**config.mk**
```make
export PLATFORM = sky130hd
export DESIGN_NAME = cordic_job_sequencer
export DESIGN_NICKNAME = d
export VERILOG_FILES = /design/src/rtl/cordic_job_sequencer.sv
export SDC_FILE = /design/constraint.sdc
export NUM_CORES = 1
export LEC_CHECK = 0
export ABC_AREA = 1
export ABC_CLOCK_PERIOD_IN_PS = 3500
export BUFFER_PORTS_ARGS = -buffer_cell sky130_fd_sc_hd__buf_2
export CAP_MARGIN = 40
export CORE_MARGIN = 5
export CORE_UTILIZATION = 51
export CTS_BUF_LIST = sky130_fd_sc_hd__clkbuf_8
export DETAILED_ROUTE_END_ITERATION = 10
export GPL_TIMING_DRIVEN = 1
export HOLD_SLACK_MARGIN = 0.02
export PLACE_DENSITY = 0.93
export SYNTH_ARGS = -nofsm -noshare
export SYNTH_HDL_FRONTEND = slang
export SYNTH_SLANG_ARGS = --single-unit
```
**constraint.sdc**
```tcl
create_clock -name clk -period 3.5 [get_ports clk]
set_input_delay 0.175 -clock clk [delete_from_list [all_inputs] [get_ports clk]]
set_output_delay 0.175 -clock clk [all_outputs]
set_load 0.01 [all_outputs]
```
**src/rtl/cordic_job_sequencer.sv**
```systemverilog
// Job sequencer that feeds two requesters into one iterative CORDIC datapath.
// Define CORDIC_SEQ_RR_EN for round-robin arbitration; the default build uses fixed priority (requester 0).
module cordic_job_sequencer #(
    parameter int BIT_WIDTH = 8,
    parameter int NUM_ITER  = 8
) (
    input  logic                   clk,
    input  logic                   rst,

    input  logic [1:0]             req_valid,
    output logic [1:0]             req_ready,
    input  logic [2*BIT_WIDTH-1:0] req_x,
    input  logic [2*BIT_WIDTH-1:0] req_y,
    input  logic [2*BIT_WIDTH-1:0] req_z,
    input  logic [1:0]             req_mode,
    input  logic [3:0]             req_coord,

    output logic                   dp_load,
    output logic [BIT_WIDTH-1:0]   dp_x_init,
    output logic [BIT_WIDTH-1:0]   dp_y_init,
    output logic [BIT_WIDTH-1:0]   dp_z_init,
    output logic                   dp_mode,
    output logic [1:0]             dp_coord,
    output logic [5:0]             dp_iter,
    input  logic [BIT_WIDTH-1:0]   dp_x,
    input  logic [BIT_WIDTH-1:0]   dp_y,
    input  logic [BIT_WIDTH-1:0]   dp_z,

    output logic                   rsp_valid,
    input  logic                   rsp_ready,
    output logic                   rsp_id,
    output logic                   rsp_err,
    output logic [BIT_WIDTH-1:0]   rsp_x,
    output logic [BIT_WIDTH-1:0]   rsp_y,
    output logic [BIT_WIDTH-1:0]   rsp_z,

    output logic                   busy
);

    typedef enum logic [1:0] {
        IDLE = 2'd0,
        LOAD = 2'd1,
        ITER = 2'd2,
        RESP = 2'd3
    } state_t;

    localparam logic [5:0] LAST_ITER = 6'(NUM_ITER - 1);
    localparam logic [1:0] COORD_ILLEGAL = 2'b11;

    state_t state;
    state_t state_nxt;

    logic                 take;
    logic                 grant_id;
    logic                 last_iter;
    logic                 sel_illegal;

    logic [BIT_WIDTH-1:0] sel_x;
    logic [BIT_WIDTH-1:0] sel_y;
    logic [BIT_WIDTH-1:0] sel_z;
    logic                 sel_mode;
    logic [1:0]           sel_coord;

    logic [BIT_WIDTH-1:0] job_x;
    logic [BIT_WIDTH-1:0] job_y;
    logic [BIT_WIDTH-1:0] job_z;
    logic                 job_mode;
    logic [1:0]           job_coord;
    logic                 job_id;

    logic [5:0]           iter_cnt;
    logic [BIT_WIDTH-1:0] res_x;
    logic [BIT_WIDTH-1:0] res_y;
    logic [BIT_WIDTH-1:0] res_z;
    logic                 res_err;

    // Arbitration: grant_id names the requester that wins this IDLE cycle.
`ifdef CORDIC_SEQ_RR_EN
    logic last_id;

    always_comb begin
        if (&req_valid) grant_id = ~last_id;
        else            grant_id = req_valid[1];
    end

    always_ff @(posedge clk or negedge rst) begin
        if (!rst)      last_id <= 1'b1;
        else if (take) last_id <= grant_id;
    end
`else
    assign grant_id = ~req_valid[0];
`endif

    assign take      = (state == IDLE) && (req_valid != 2'b00);
    // Gated by rst so the grant stays low while reset is held, even with requests pending.
    assign req_ready = (take && rst) ? (grant_id ? 2'b10 : 2'b01) : 2'b00;

    assign sel_x       = grant_id ? req_x[2*BIT_WIDTH-1:BIT_WIDTH] : req_x[BIT_WIDTH-1:0];
    assign sel_y       = grant_id ? req_y[2*BIT_WIDTH-1:BIT_WIDTH] : req_y[BIT_WIDTH-1:0];
    assign sel_z       = grant_id ? req_z[2*BIT_WIDTH-1:BIT_WIDTH] : req_z[BIT_WIDTH-1:0];
    assign sel_mode    = grant_id ? req_mode[1] : req_mode[0];
    assign sel_coord   = grant_id ? req_coord[3:2] : req_coord[1:0];
    assign sel_illegal = (sel_coord == COORD_ILLEGAL);
    assign last_iter   = (iter_cnt == LAST_ITER);

    // NOTE: sequential state uses non-blocking assignments so every flop samples pre-edge values.
    always_ff @(posedge clk or negedge rst) begin
        if (!rst) state <= IDLE;
        else      state <= state_nxt;
    end

    always_comb begin
        // NOTE: default first, so no path through the case leaves state_nxt unassigned (no latch).
        state_nxt = state;
        case (state)
            IDLE: if (take)      state_nxt = sel_illegal ? RESP : LOAD;
            LOAD:                state_nxt = ITER;
            ITER: if (last_iter) state_nxt = RESP;
            RESP: if (rsp_ready) state_nxt = IDLE;
            default:             state_nxt = IDLE;
        endcase
    end

    // NOTE: job registers drive outputs directly, so they are reset to keep every output at 0 in reset.
    always_ff @(posedge clk or negedge rst) begin
        if (!rst) begin
            job_x     <= '0;
            job_y     <= '0;
            job_z     <= '0;
            job_mode  <= 1'b0;
            job_coord <= 2'b00;
            job_id    <= 1'b0;
        end else if (take) begin
            job_x     <= sel_x;
            job_y     <= sel_y;
            job_z     <= sel_z;
            job_mode  <= sel_mode;
            job_coord <= sel_coord;
            job_id    <= grant_id;
        end
    end

    // Iteration counter and result capture; an illegal job gets a zero result at acceptance.
    always_ff @(posedge clk or negedge rst) begin
        if (!rst) begin
            iter_cnt <= '0;
            res_x    <= '0;
            res_y    <= '0;
            res_z    <= '0;
            res_err  <= 1'b0;
        end else begin
            case (state)
                IDLE: begin
                    if (take) begin
                        iter_cnt <= '0;
                        res_err  <= sel_illegal;
                        if (sel_illegal) begin
                            res_x <= '0;
                            res_y <= '0;
                            res_z <= '0;
                        end
                    end
                end
                ITER: begin
                    if (last_iter) begin
                        iter_cnt <= '0;
                        res_x    <= dp_x;
                        res_y    <= dp_y;
                        res_z    <= dp_z;
                    end else begin
                        iter_cnt <= iter_cnt + 6'd1;
                    end
                end
                default: ;
            endcase
        end
    end

    assign dp_load   = (state == LOAD);
    assign dp_iter   = iter_cnt;
    assign dp_x_init = job_x;
    assign dp_y_init = job_y;
    assign dp_z_init = job_z;
    assign dp_mode   = job_mode;
    assign dp_coord  = job_coord;

    assign rsp_valid = (state == RESP);
    assign rsp_id    = job_id;
    assign rsp_err   = res_err;
    assign rsp_x     = res_x;
    assign rsp_y     = res_y;
    assign rsp_z     = res_z;

    assign busy      = (state != IDLE);

endmodule

```
==> summary.md <==
| Metric | Value |
|---|---|
| Syn nets | 480 |
| Pleak | 2.37 nW |
| Mapped Area | 3030 sq um |
| Sequential area share after synthesis | about half |
| Core area | 5850 sq um |
| Hold-fix buffers, CTS | 0 |
| Area of the multi-input gates | roughly 1200 sq um |
| DR vias | 3062 |
| Insertion delay to the later sink of the worst-skew pair | 0.33 ns |
| Post-layout minimum cycle time | 2.47 ns |
| WP data required | 3.32 ns |
| Synth warnings | 0 |
| Final period utilization | 70.7% |
| Die ar. | 7580 sq um |
| Final worst slack | 1.03 ns |
| Flop pwr share | 37.0% |
| Ant diodes | 0 |
| Worst slack at placement | 1.25 ns |
| Non-filler instance count after layout | 609 |
| Worst vdd ir | 527 uV |
| P&R area growth vs syn | 30.0% |
| Switching pwr | 0.00141 W |
| CTS max path bufs | 2 |
| Fmax | between 0.4 and 0.5 GHz |
| RSZ-0062 raised after global routing | no |
| DRC viols | 0 |
| Largest net degree at the start of global routing | 62 |
| Port bufs | about 150 |
| Share of layout cells above drive strength 1 | 31.6% |
| NumNets Final | 619 |
| Power Density | 841 nW/um^2 |
| CTS sink cnt | between 60 and 70 |
| Average size of a mapped cell | 7.74 sq um |
| Critical path type | reg -> out |
| Worst hold slack | 0.0506 ns |
| Max-Cap Viols | 0 |
| # rows | 28 |
| Die Y | approximately 87 um |
| Clk pin slew, worst setup/hold paths | approximately 0.060 ns |
| PostCTS Resize Cnt | 0 |
| CP endpoint kind | output port |
| TritonCTS Buffers | 9 |
| Finish-stage setup viols | 0 |
| Initial drt markers | 183 |
| #FFs+latches synth | 61 |
| Number of global-route vias before repair | 2913 |
| Remaining Overflow, GRT | 0 |
| Slew Limit Fails | 0 |
| Critical path peak fanout | 55 |
| Clock network fraction of design power | 16.8% |
| Critical path arrival | 2.30 ns |
| Switching part of the total | 42.6% |
| CTS tree | done |
| P_int | 0.00190 W |
| Post-route ant nets | 0 |
| Gr usage total | approximately 23% |
| H-tree depth | 3 |
| Setup TNS | 0 ns |
| Starting Density | 51.8% |
| Measured slew at the worst slew-check pin | between 0.7 and 0.8 ns |
| GP Congestion | 0.800 |
| Total power | 0.00331 W |
| Final hold vios | 0 |
| Distinct cells, synth | 21 |
| Overall routed net length | 8.30 mm |
| Status | complete, no violations |
| Number of setup buffers added after CTS | 0 |
| Logic pwr share | 46.3% |
| Initial antenna violation count | 0 |
| Drt wl/cell | 13.6 um |
| Max-slew headroom | 47.3% |
| Die W | 87.1 um |
| Via density | 5.03 |
| Post-synthesis cell count | 391 |
| Final clock skew | approximately 0.0094 ns |
| DP Wirelength | 6.18 mm |
| Router iterations before antenna repair | 4 |
| Filler instances | about 470 |
| Seq. cell area | 1530 sq um |
| Crit path launch type | flip-flop |
| Root Driver | clkbuf_8 |
| First-pass GRT wire length | 13.6 mm |
| Placed Cells | about 590 |
| Worst Hold Class | in -> async |
| IO Count | 147 |
| Depth of the worst register-to-register path | 9 |
[cells in the mapped netlist]
library cell | instances | share of area, %
ha_1 | 6 | 2.5
nand4_1 | 1 | 0.21
nor3_2 | 1 | 0.33
inv_1 | 39 | 4.8
nand2_4 | 2 | 0.74
buf_2 | 11 | 1.8
buf_6 | 2 | 0.74
nor2_4 | 1 | 0.37
nand3_1 | 32 | 5.3
nor3_1 | 2 | 0.33
o21ai_2 | 1 | 0.29
inv_2 | 1 | 0.12
o21ai_0 | 6 | 0.99
clkbuf_1 | 4 | 0.50
dfrtp_1 | 61 | 50
a31oi_1 | 27 | 5.6
buf_4 | 4 | 0.99
nand2_1 | 149 | 18
a21oi_1 | 5 | 0.83
nor2_1 | 35 | 4.3
nand3_2 | 1 | 0.33
[critical path, cell delays in order (launching register included)]
cell     delay, ns
dfrtp_1       0.42
inv_1         0.12
ha_1          0.25
o21ai_2       0.14
inv_2         0.62
nand2_1       0.15
nor2_1        0.12
buf_2         0.15
[per-layer routing]
metal / up-vias / routed length, um / global-route usage [%]
met4: 0 / 100 / 8.64
met1: 1384 / 3430 / 30.9
met3: 9 / 944 / 6.43
met5: - / 0 / 0
met2: 159 / 3830 / 35.4
li1: 1510 / - / -
[final cells by class]
cell class                 count  area share [%]
clock inverter                 3           0.318
sequential                    61            38.8
inverter                      40            3.81
timing repair buffer         149            19.3
clock buffer                  12            4.19
tap                           75            2.38
multi-input combinational    269            31.2
[per-stage QoR]
stage               cell area, sq um  utilization [%]
finish                          3940             67.3
global route                    3940             67.3
CTS                             3940             67.3
detailed placement              3760             64.3
global placement                3740             64.0
floorplan                       3030                -
[kinds of logic after synthesis]
family                   synth area share, %
buffers and inverters                   9.01
AND/OR/NAND/NOR                         30.4
AO/OA/AOI/OAI                           7.69
adder cells (fa/ha/maj)                 2.48
flip-flops                              50.4
[state kept, by name, summed over array words and instances, names as in the netlist]
| signal | flops |
|---|---|
| rsp_z | 8 |
| state | 2 |
| dp_z_init | 8 |
| dp_mode | 1 |
| rsp_y | 8 |
| dp_coord | 2 |
| dp_iter | 6 |
| rsp_x | 8 |
| dp_y_init | 8 |
| rsp_id | 1 |
| rsp_err | 1 |
| dp_x_init | 8 |
[power by group through the flow]
stage | clock network, W | logic [W] | registers [W]
after floorplan | 0 | 0.000859 | 0.00136
after global placement | 0 | 0.00146 | 0.00122
after detailed placement | 0 | 0.00155 | 0.00122
after CTS | 0.000566 | 0.00155 | 0.00122
after global routing | 0.000599 | 0.00174 | 0.00126
final | 0.000555 | 0.00153 | 0.00122
[cells in the final DEF (no fill, tap or decap)]
cell type,count
a21oi_1,5
a31oi_1,27
buf_2,146
buf_4,2
buf_8,1
clkbuf_8,12
clkinv_2,1
dfrtp_1,61
ha_1,6
inv_1,41
inv_2,1
nand2_1,149
nand2_4,2
nand3_1,32
nand3_2,1
nand4_1,1
nor2_1,35
nor2_4,1
nor3_1,2
nor3_2,1
o21ai_0,6
o21ai_2,1
[final timing paths]
kind	start	endpoint	slack, ns
worst min register to register	rsp_y[2]	rsp_y[2]	0.47
worst max register to register	state[0]	rsp_z[7]	1.22
worst min-delay path	rst	dp_x_init[4]	0.05
min in group clk	req_x[15]	dp_x_init[7]	0.10
max in group asynchronous	rst	dp_x_init[6]	2.94
worst max-delay path	state[0]	req_ready[1]	1.03
Note: power is estimated with default switching activity, not from simulation.
